`config.mk`:
```
export PLATFORM = sky130hd
export DESIGN_NAME = id_ex_ctrl_stage_flat
export DESIGN_NICKNAME = d
export VERILOG_FILES = /design/src/rtl/id_ex_ctrl_if.sv /design/src/rtl/id_ex_ctrl_stage.sv /design/src/flat_wrapper.sv
export SDC_FILE = /design/constraint.sdc
export NUM_CORES = 1
export LEC_CHECK = 0
export ABC_AREA = 1
export BUFFER_PORTS_ARGS = -buffer_cell sky130_fd_sc_hd__buf_2
export CAP_MARGIN = 10
export CORE_ASPECT_RATIO = 2
export CORE_MARGIN = 5
export CORE_UTILIZATION = 25
export DETAILED_ROUTE_END_ITERATION = 7
export PLACE_DENSITY = 0.46
export SYNTH_ARGS = -nofsm -noshare
export SYNTH_HDL_FRONTEND = slang
export SYNTH_SLANG_ARGS = --single-unit
```
`constraint.sdc`:
```
create_clock -name clk -period 1.85 [get_ports clk]
set_input_delay 0.4625 -clock clk [delete_from_list [all_inputs] [get_ports clk]]
set_output_delay 0.4625 -clock clk [all_outputs]
set_load 0.01 [all_outputs]
```
`src/rtl/id_ex_ctrl_if.sv`:
```
// ID/EX control bundle: ID-side inputs, decoded reg2loc, registered EX control.
// slave = the stage itself, master = whoever drives ID and consumes EX.
interface id_ex_ctrl_if #(
  parameter int CNT_W = 8
);
  logic [31:0]      id_instr;
  logic             id_valid;
  logic             stall;
  logic             flush;
  logic             id_reg2loc;
  logic [10:0]      ex_opcode;
  logic [1:0]       ex_aluop;
  logic             ex_alusrc;
  logic             ex_memread;
  logic             ex_memwrite;
  logic             ex_memtoreg;
  logic             ex_regwrite;
  logic             ex_branch;
  logic             ex_uncond;
  logic [4:0]       ex_rd;
  logic             ex_valid;
  logic             ex_illegal;
  logic [CNT_W-1:0] illegal_cnt;

  modport slave (
    input  id_instr,
    input  id_valid,
    input  stall,
    input  flush,
    output id_reg2loc,
    output ex_opcode,
    output ex_aluop,
    output ex_alusrc,
    output ex_memread,
    output ex_memwrite,
    output ex_memtoreg,
    output ex_regwrite,
    output ex_branch,
    output ex_uncond,
    output ex_rd,
    output ex_valid,
    output ex_illegal,
    output illegal_cnt
  );

  modport master (
    output id_instr,
    output id_valid,
    output stall,
    output flush,
    input  id_reg2loc,
    input  ex_opcode,
    input  ex_aluop,
    input  ex_alusrc,
    input  ex_memread,
    input  ex_memwrite,
    input  ex_memtoreg,
    input  ex_regwrite,
    input  ex_branch,
    input  ex_uncond,
    input  ex_rd,
    input  ex_valid,
    input  ex_illegal,
    input  illegal_cnt
  );
endinterface

```
`src/rtl/id_ex_ctrl_stage.sv`:
```
// LEGv8 ID main control decoder + ID/EX register with stall/flush.
// Ports: clk, reset (sync, active-high), bus (id_ex_ctrl_if.slave).
module id_ex_ctrl_stage #(
  parameter int CNT_W          = 8,
  parameter bit NOP_ON_ILLEGAL = 1'b1
) (
  input  logic         clk,
  input  logic         reset,
  id_ex_ctrl_if.slave  bus
);

  typedef struct packed {
    logic       alusrc;
    logic       memread;
    logic       memwrite;
    logic       memtoreg;
    logic       regwrite;
    logic       branch;
    logic       uncond;
    logic [1:0] aluop;
    logic       illegal;
  } ctrl_t;

  typedef struct packed {
    logic [10:0] opcode;
    ctrl_t       ctrl;
    logic [4:0]  rd;
    logic        valid;
  } id_ex_t;

  localparam logic [10:0] OP_ADD  = 11'b10001011000;
  localparam logic [10:0] OP_SUB  = 11'b11001011000;
  localparam logic [10:0] OP_AND  = 11'b10001010000;
  localparam logic [10:0] OP_ORR  = 11'b10101010000;
  localparam logic [10:0] OP_LDUR = 11'b11111000010;
  localparam logic [10:0] OP_STUR = 11'b11111000000;

  logic [10:0] op;
  logic        is_rtype;
  logic        is_ldur;
  logic        is_stur;
  logic        is_cbz;
  logic        is_b;
  ctrl_t       dec;
  logic        reg2loc;
  id_ex_t      ld;
  id_ex_t      ex_d;
  id_ex_t      ex_q;
  logic [CNT_W-1:0] cnt_d;
  logic [CNT_W-1:0] cnt_q;
  logic        load_en;
  logic        unused_bits;

  assign op = bus.id_instr[31:21];
  assign unused_bits = ^bus.id_instr[20:5];

  assign is_rtype = (op == OP_ADD) || (op == OP_SUB)
                 || (op == OP_AND) || (op == OP_ORR);
  assign is_ldur  = (op == OP_LDUR);
  assign is_stur  = (op == OP_STUR);
  assign is_cbz   = (op[10:3] == 8'b10110100);
  assign is_b     = (op[10:5] == 6'b000101);

  always_comb begin
    dec     = '0;
    reg2loc = 1'b0;
    unique case (1'b1)
      is_rtype: begin
        dec.regwrite = 1'b1;
        dec.aluop    = 2'b10;
      end
      is_ldur: begin
        dec.alusrc   = 1'b1;
        dec.memread  = 1'b1;
        dec.memtoreg = 1'b1;
        dec.regwrite = 1'b1;
      end
      is_stur: begin
        dec.alusrc   = 1'b1;
        dec.memwrite = 1'b1;
        reg2loc      = 1'b1;
      end
      is_cbz: begin
        dec.branch   = 1'b1;
        dec.aluop    = 2'b01;
        reg2loc      = 1'b1;
      end
      is_b: begin
        dec.uncond   = 1'b1;
      end
      default: begin
        dec.illegal  = 1'b1;
      end
    endcase
  end

  // An invalid ID slot loads a full bubble, opcode and rd included.
  always_comb begin
    ld = '0;
    if (bus.id_valid) begin
      ld.opcode = op;
      ld.ctrl   = dec;
      ld.rd     = bus.id_instr[4:0];
      ld.valid  = !(dec.illegal && NOP_ON_ILLEGAL);
    end
  end

  assign load_en = !bus.flush && !bus.stall;

  always_comb begin
    ex_d = ex_q;
    if (bus.flush) begin
      ex_d = '0;
    end else if (!bus.stall) begin
      ex_d = ld;
    end
  end

  always_comb begin
    cnt_d = cnt_q;
    if (load_en && bus.id_valid && dec.illegal
        && (cnt_q != {CNT_W{1'b1}})) begin
      cnt_d = cnt_q + CNT_W'(1);
    end
  end

  always_ff @(posedge clk) begin
    if (reset) begin
      ex_q  <= '0;
      cnt_q <= '0;
    end else begin
      ex_q  <= ex_d;
      cnt_q <= cnt_d;
    end
  end

  assign bus.id_reg2loc  = reg2loc;
  assign bus.ex_opcode   = ex_q.opcode;
  assign bus.ex_aluop    = ex_q.ctrl.aluop;
  assign bus.ex_alusrc   = ex_q.ctrl.alusrc;
  assign bus.ex_memread  = ex_q.ctrl.memread;
  assign bus.ex_memwrite = ex_q.ctrl.memwrite;
  assign bus.ex_memtoreg = ex_q.ctrl.memtoreg;
  assign bus.ex_regwrite = ex_q.ctrl.regwrite;
  assign bus.ex_branch   = ex_q.ctrl.branch;
  assign bus.ex_uncond   = ex_q.ctrl.uncond;
  assign bus.ex_rd       = ex_q.rd;
  assign bus.ex_valid    = ex_q.valid;
  assign bus.ex_illegal  = ex_q.ctrl.illegal;
  assign bus.illegal_cnt = cnt_q;

endmodule
```
`src/flat_wrapper.sv`:
```
// flat-port wrapper written by rule: the top's interface ports become plain ports
module id_ex_ctrl_stage_flat 
#(
  parameter int CNT_W          = 8,
  parameter bit NOP_ON_ILLEGAL = 1'b1
)
  (clk, reset, bus_id_instr, bus_id_valid, bus_stall, bus_flush, bus_id_reg2loc, bus_ex_opcode, bus_ex_aluop, bus_ex_alusrc, bus_ex_memread, bus_ex_memwrite, bus_ex_memtoreg, bus_ex_regwrite, bus_ex_branch, bus_ex_uncond, bus_ex_rd, bus_ex_valid, bus_ex_illegal, bus_illegal_cnt);
  id_ex_ctrl_if #(.CNT_W(CNT_W)) bus_i ();
  input  logic clk;
  input  logic reset;
  input wire logic [$bits(bus_i.id_instr)-1:0] bus_id_instr;
  input wire logic [$bits(bus_i.id_valid)-1:0] bus_id_valid;
  input wire logic [$bits(bus_i.stall)-1:0] bus_stall;
  input wire logic [$bits(bus_i.flush)-1:0] bus_flush;
  output wire logic [$bits(bus_i.id_reg2loc)-1:0] bus_id_reg2loc;
  output wire logic [$bits(bus_i.ex_opcode)-1:0] bus_ex_opcode;
  output wire logic [$bits(bus_i.ex_aluop)-1:0] bus_ex_aluop;
  output wire logic [$bits(bus_i.ex_alusrc)-1:0] bus_ex_alusrc;
  output wire logic [$bits(bus_i.ex_memread)-1:0] bus_ex_memread;
  output wire logic [$bits(bus_i.ex_memwrite)-1:0] bus_ex_memwrite;
  output wire logic [$bits(bus_i.ex_memtoreg)-1:0] bus_ex_memtoreg;
  output wire logic [$bits(bus_i.ex_regwrite)-1:0] bus_ex_regwrite;
  output wire logic [$bits(bus_i.ex_branch)-1:0] bus_ex_branch;
  output wire logic [$bits(bus_i.ex_uncond)-1:0] bus_ex_uncond;
  output wire logic [$bits(bus_i.ex_rd)-1:0] bus_ex_rd;
  output wire logic [$bits(bus_i.ex_valid)-1:0] bus_ex_valid;
  output wire logic [$bits(bus_i.ex_illegal)-1:0] bus_ex_illegal;
  output wire logic [$bits(bus_i.illegal_cnt)-1:0] bus_illegal_cnt;
  assign bus_i.id_instr = bus_id_instr;
  assign bus_i.id_valid = bus_id_valid;
  assign bus_i.stall = bus_stall;
  assign bus_i.flush = bus_flush;
  assign bus_id_reg2loc = bus_i.id_reg2loc;
  assign bus_ex_opcode = bus_i.ex_opcode;
  assign bus_ex_aluop = bus_i.ex_aluop;
  assign bus_ex_alusrc = bus_i.ex_alusrc;
  assign bus_ex_memread = bus_i.ex_memread;
  assign bus_ex_memwrite = bus_i.ex_memwrite;
  assign bus_ex_memtoreg = bus_i.ex_memtoreg;
  assign bus_ex_regwrite = bus_i.ex_regwrite;
  assign bus_ex_branch = bus_i.ex_branch;
  assign bus_ex_uncond = bus_i.ex_uncond;
  assign bus_ex_rd = bus_i.ex_rd;
  assign bus_ex_valid = bus_i.ex_valid;
  assign bus_ex_illegal = bus_i.ex_illegal;
  assign bus_illegal_cnt = bus_i.illegal_cnt;
  id_ex_ctrl_stage #(.CNT_W(CNT_W), .NOP_ON_ILLEGAL(NOP_ON_ILLEGAL)) u_core (.clk(clk), .reset(reset), .bus(bus_i));
endmodule
```
==> results of run 1 <==
-- cell usage in the layout (no fill, tap or decap) --
master / n
nand2_2: 4
nand2_1: 86
o21ai_1: 1
xor2_1: 2
nand4_1: 12
a31oi_1: 1
dfxtp_1: 34
a21oi_1: 25
nand3_1: 5
nor2_4: 4
nand4_4: 1
buf_2: 56
ha_1: 1
nand3_2: 1
o21ai_0: 2
nand3_4: 1
nor2_2: 7
inv_2: 1
clkinv_4: 1
inv_1: 26
nand2_4: 1
clkbuf_16: 5
nor2_1: 28
buf_4: 5
clkinv_2: 3
nor3_1: 1
-- worst min path at each step --
stage | start | end | slack [ns] | cells after the start
after global routing | reset | u_core.bus.illegal_cnt[0]$_SDFFE_PP0P_ | 0.43 | 2
after global placement | u_core.bus.ex_opcode[8]$_SDFFE_PP0N_ | u_core.bus.ex_opcode[8]$_SDFFE_PP0N_ | 0.45 | 2
after detailed placement | u_core.bus.ex_opcode[4]$_SDFFE_PP0N_ | u_core.bus.ex_opcode[4]$_SDFFE_PP0N_ | 0.45 | 2
after CTS | reset | u_core.bus.illegal_cnt[0]$_SDFFE_PP0P_ | 0.42 | 2
after floorplan | u_core.bus.ex_branch$_SDFFE_PP0N_ | u_core.bus.ex_branch$_SDFFE_PP0N_ | 0.49 | 2
final | reset | u_core.bus.illegal_cnt[0]$_SDFFE_PP0P_ | 0.43 | 2
-- per-layer routing --
layer / routed length, um / global-route usage, % / up-vias
li1: - / - / 914
met1: 1693 / 12.12 / 773
met2: 2808 / 23.32 / 36
met3: 244 / 2.724 / 6
met4: 98 / 5.275 / 0
met5: 0 / 0 / -
-- stage by stage --
stage	total power, mW	instance area [um2]
final	1.701	2242
after CTS	1.741	2237
after detailed placement	0.9380	2102
after floorplan	0.8637	1719
after global placement	0.9371	2102
after global routing	1.785	2242
-- registers in the layout, summed over array words and instances (netlist names) --
| name | flops |
|---|---|
| u_core.bus.illegal_cnt | 8 |
| u_core.bus.ex_uncond | 1 |
| u_core.bus.ex_memtoreg | 1 |
| u_core.bus.ex_memwrite | 1 |
| u_core.bus.ex_alusrc | 1 |
| u_core.bus.ex_aluop | 2 |
| u_core.bus.ex_illegal | 1 |
| u_core.bus.ex_opcode | 11 |
| u_core.bus.ex_valid | 1 |
| u_core.bus.ex_rd | 5 |
| u_core.bus.ex_regwrite | 1 |
| u_core.bus.ex_branch | 1 |
-- critical path, delay by kind of cell --
family        cells  cell delay [ns]
simple gates      4             0.44
buf+inv           3             0.33
-- cell type report --
cell class,count,area (um2),share of cell area [%]
clock buffer,5,125.1,5.580
clock inverter,2,10.01,0.4464
inverter,29,115.1,5.134
multi-input combinational,183,883.3,39.40
sequential,34,680.7,30.36
tap,88,110.1,4.911
timing repair buffer,61,317.8,14.17
-- cells by family (layout without fill, tap and decap cells) --
family / count (synthesis) / count (layout) / share of synthesized area (%)
adders and majority gates: 1 / 1 / 0.7277
buffers and inverters: 38 / 97 / 9.316
AOI/OAI and AO/OA: 29 / 29 / 8.515
DFF: 34 / 34 / 39.59
xor gates and xnor gates: 2 / 2 / 1.019
and+or+nand+nor: 151 / 151 / 40.83
-- power by group through the flow --
stage / Clock (mW) / Combinational [mW] / Sequential, mW
2_1_floorplan: 0 / 0.0885 / 0.775
3_3_place_gp: 0 / 0.167 / 0.770
3_5_place_dp: 0 / 0.168 / 0.770
4_1_cts: 0.818 / 0.169 / 0.754
5_1_grt: 0.841 / 0.188 / 0.756
6_report: 0.783 / 0.164 / 0.754
-- repair_timing --
action | CTS | global route
setup endpoints to repair | 0 | 1
hold endpoints to repair | 0 | 0
gates resized for setup | 0 | 1
==> flow_summary.yaml, run 1 <==
worst_setup_path:
  cp_max_fo: 4
  crit_chain: "buf_2 > nor2_1 > nand2_2 > nor2_4 > clkinv_2 > nand2_1 > buf_2"
  crit_path_start_kind: "input pin"
  worst-endpoint-required_ns: 1.39
  crit_end: "bus_id_reg2loc"
  r2r_setup_slack_ns: 0.40
  startpoint: "bus_id_instr[25]"
  max_stage_delay_ns: 0.14
  crit_top_cell: "buf_2"
  slowest_stage: "nor2_1"
  end_kind: "output port"
  r2r_start: "u_core.bus.illegal_cnt[0]$_SDFFE_PP0P_"
  worstPathArrival_ns: 1.24
  rr_endpoint: "u_core.bus.illegal_cnt[6]$_SDFFE_PP0P_"
  path_class: "in2out"
  r2r_cells: 9
clocking:
  htreeDepth: 2
  cts_root_buf: "clkbuf_16"
  cts_tree: "built"
  path_clk_slew_ns: 0.05
  clockBufferDepth: 2
  ctsHoldBuffers: 0
  cts.sinks: 34
  clk_latency_ns: 0.28
  cts_setup_buffers: 0
  cts_made_buffers: 5
cells_and_area:
  drive_above_1_share_pct: 28.66
  post-route-util_pct: 33.60
  instances_no_fill: 402
  n_antenna_cell: 0
  layout.nets: 352
  n_fill_cell: 776
  areaGrowthSynthToFinish_pct: 30.42
timing:
  fin_crit_sh_pct: 92.18
  skew_ns: 0.002603
  worst_slew_pin_slew_ns: 0.7991
  rsz0062_at_grt: "no"
  period_needed_ns: 1.705
  fin_ws_ns: 0.1447
  slew_viol_final: 0
  finalHoldViolCount: 0
  fmaxAchievable_mhz: 586.4
  slew_headroom_pct: 46.67
  tns_ns: 0
  setup_violations: 0
  hold_ws_ns: 0.4251
placement:
  io_buffers: 56
  dp_hpwl_um: 3881
  place_inst: 395
  globalplace.congestion: 0.7876
  place_ws_ns: 0.09987
route:
  drc: 0
  drtIter0Drc: 61
  ant_nets: 0
  vias: 1729
  viasPerCell: 4.301
  dr.pass1.iters: 4
  drt-total-wl_um: 4844
  wire_per_inst_um: 12.05
die:
  die_w_um: 68.64
  start_util_pct: 25.76
  pin_count: 73
  rows: 42
  die_height_um: 127.3
  coreArea_um2: 6674
  die-area_um2: 8735
synthesis:
  ys_types: 28
  synth_top_area_cell: "dfxtp_1"
  synth_area_per_cell_um2: 6.742
  syn_area_um2: 1719
  synth_fp_nets: 293
  yosys.cell_count.top_type: "nand2_1"
  synth-main-ff-cell: "dfxtp_1"
  synth-seq-area-share_pct: 39.59
  async_flop_share_pct: 0
  synth_edf_count: 0
  ys_top_cells_by_area: "dfxtp_1, nand2_1, a21oi_1, nor2_1, inv_1"
  synth_commonest_cells: "nand2_1, dfxtp_1, nor2_1"
  yosys_warnings: 0
  yosys.area.top_type_share_pct: 39.59
  ys_ff_latch: 34
  syn_inst: 255
power:
  clock_power_share_pct: 46.0
  intPower_mw: 1.288
  p_per_area_nw_per_um2: 758.9
  power_frac_comb_pct: 9.7
  cellLeakagePower_nw: 1.068
  p_sw_mw: 0.4132
  pwr-share-seq_pct: 44.3
  sw_frac_of_total_pct: 24.29
  vdd_ir_drop_max_mv: 0.3189
global_route:
  antenna_found_initial: 0
  grt_start_max_net_pins: 25
  grt_pass1_wl_um: 8052
  grt_usage_pct: 12.38
  grt_overflow: 0
  grt_pass1_vias: 1723
run_status:
  outcome: "complete, no violations"
worst_hold_path:
  hold_path_class: "in2reg"
run:
  maxCapViolations: 0
(Power assumes the default switching activity.)
==> inputs of run 2 (changes only) <==
--- a/config.mk
+++ b/config.mk
@@ -12,7 +12,7 @@
 export CORE_MARGIN = 5
 export CORE_UTILIZATION = 25
 export DETAILED_ROUTE_END_ITERATION = 7
-export PLACE_DENSITY = 0.46
+export PLACE_DENSITY = 0.5
 export SYNTH_ARGS = -nofsm -noshare
 export SYNTH_HDL_FRONTEND = slang
 export SYNTH_SLANG_ARGS = --single-unit
==> run 2 against run 1 <==
Hold slack worse by 0.0072 ns. Clock power is 5.9% higher. Wire length shrank 2.6%. Non-clock buffer count shrank 1. Via count down 2.4%. Setup slack worse by 0.021 ns. Sequential cell count unchanged. Global-route usage shrank 0.78 points. Combinational power shrank 2%. Highest routed layer unchanged.
==> flow_summary.yaml, run 2 (synthesis gave the netlist of run 1 again) <==
run_status:
  outcome: "complete, no violations"
clocking:
  cts_tree: "built"
  cts_root_buf: "clkbuf_16"
  cts_setup_buffers: 0
  ctsHoldBuffers: 0
  cts_made_buffers: 5
  path_clk_slew_ns: 0.05
  clk_latency_ns: 0.28
  post_cts_resized: 0
  htreeDepth: 2
  clockBufferDepth: 2
  cts.sinks: 34
worst_setup_path:
  end_kind: "output port"
  max_stage_delay_ns: 0.17
  crit_chain: "buf_2 > inv_1 > nor2_1 > nand2_2 > nor2_2 > clkinv_2 > nand2_1 > buf_2"
  r2r_start: "u_core.bus.illegal_cnt[0]$_SDFFE_PP0P_"
  startpoint: "bus_id_instr[26]"
  worst-endpoint-required_ns: 1.39
  critPathTopFamily: "simple AND/OR/NAND/NOR gates"
  critPathBufInv: 4
  crit_top_cell: "buf_2"
  slowest_stage: "nor2_2"
  crit_path_start_kind: "input pin"
  path_class: "in2out"
  cp_max_fo: 3
  worstPathArrival_ns: 1.26
timing:
  fin_crit_sh_pct: 93.33
  setup_violations: 0
  worst_slew_pin_slew_ns: 0.7631
  period_needed_ns: 1.727
  slew_headroom_pct: 49.07
  fin_ws_ns: 0.1234
  skew_ns: 0.0004010
  fmaxAchievable_mhz: 579.2
  tns_ns: 0
  rsz0062_at_grt: "no"
  finalHoldViolCount: 0
  slew_viol_final: 0
cells_and_area:
  multiInputGateArea_um2: 878.3
  final_cell_mix: "nand2_1, buf_2, dfxtp_1"
  final_common_cell: "nand2_1"
  n_fill_cell: 769
  areaGrowthSynthToFinish_pct: 30.42
  final_area_um2: 2242
  regArea_um2: 680.7
  layout.nets: 351
  drive_above_1_share_pct: 28.34
  n_antenna_cell: 0
  largest_register_ffs: 11
placement:
  io_buffers: 56
  globalplace.congestion: 0.7835
  placed_area_um2: 2095
  place_ws_ns: 0.1048
  dp_hpwl_um: 3731
route:
  vias: 1687
  drt-total-wl_um: 4717
  wl_met1_um: 1668
  drc: 0
  routed-wl-met3_um: 267
  wire_per_inst_um: 11.73
  ant_nets: 0
  dr.pass1.iters: 4
  drtIter0Drc: 88
  highest_layer: "met4"
  met2_length_um: 2654
  viasPerCell: 4.197
global_route:
  antenna_found_initial: 0
  grt_pass1_wl_um: 7417
  grt_start_max_net_pins: 25
  grt_overflow: 0
  grt_usage_pct: 11.60
  grt_pass1_vias: 1601
worst_hold_path:
  hold_path_class: "in2reg"
  worstHoldStart: "reset"
die:
  pin_count: 73
  die-area_um2: 8735
  rows: 42
  die_height_um: 127.3
  die_w_um: 68.64
  coreArea_um2: 6674
  start_util_pct: 25.76
run:
  maxCapViolations: 0
power:
  cellLeakagePower_nw: 1.067
  p_per_area_nw_per_um2: 777.5
  vdd_ir_drop_max_mv: 0.3732
  p_total_mw: 1.743
-- run 2: changes by cell type in the layout (fill, tap and decap cells not counted), sizes merged --
| cell | delta |
|---|---|
| buf | -1 |
| clkinv | -1 |
| clkbuf | +2 |
-- run 2: area by class of cell --
class	count	area share, %
Clock buffer	7	6.362
Inverter	29	5.134
Sequential cell	34	30.36
Clock inverter	1	0.2232
Tap cell	88	4.911
Multi-Input combinational cell	183	39.17
Timing Repair Buffer	60	13.84
-- run 2: metal layers --
layer	vias to the layer above	GRT usage (%)
met2	39	21.35
met4	0	6.682
met1	729	10.76
met5	-	0
li1	912	-
met3	7	2.988
-- run 2: worst reg2reg max path, cell delays in order, from the launching register on --
cell	delay, ns
dfxtp_1	0.33
ha_1	0.25
nand2_1	0.09
nor2_1	0.04
nand2_1	0.08
nand2_1	0.07
inv_1	0.11
nand4_4	0.16
nor2_1	0.16
nor2_2	0.05
-- run 2: power breakdown --
| part | switching (mW) | internal (mW) |
|---|---|---|
| clock network | 0.296 | 0.533 |
| logic | 0.105 | 0.0559 |
| registers | 0.00832 | 0.746 |
-- run 2: path summary, 6_finish.rpt --
| path | end | slack (ns) | depth (start not counted) |
|---|---|---|---|
| setup / recovery | bus_id_reg2loc | 0.12 | 8 |
| hold / removal | u_core.bus.illegal_cnt[0]$_SDFFE_PP0P_ | 0.42 | 2 |
| setup reg to reg | u_core.bus.illegal_cnt[1]$_SDFFE_PP0P_ | 0.40 | 9 |
| hold reg to reg | u_core.bus.ex_rd[1]$_SDFFE_PP0N_ | 0.46 | 2 |
-- run 2: stage by stage --
| stage | instances | utilization (%) | hold slack (ns) |
|---|---|---|---|
| 2_1_floorplan | 255 | - | 0.4883 |
| 3_3_place_gp | 394 | 31.38 | 0.4494 |
| 3_5_place_dp | 394 | 31.38 | 0.4526 |
| 4_1_cts | 402 | 33.60 | 0.4187 |
| 5_1_grt | 402 | 33.60 | 0.4195 |
| 6_report | 402 | 33.60 | 0.4179 |
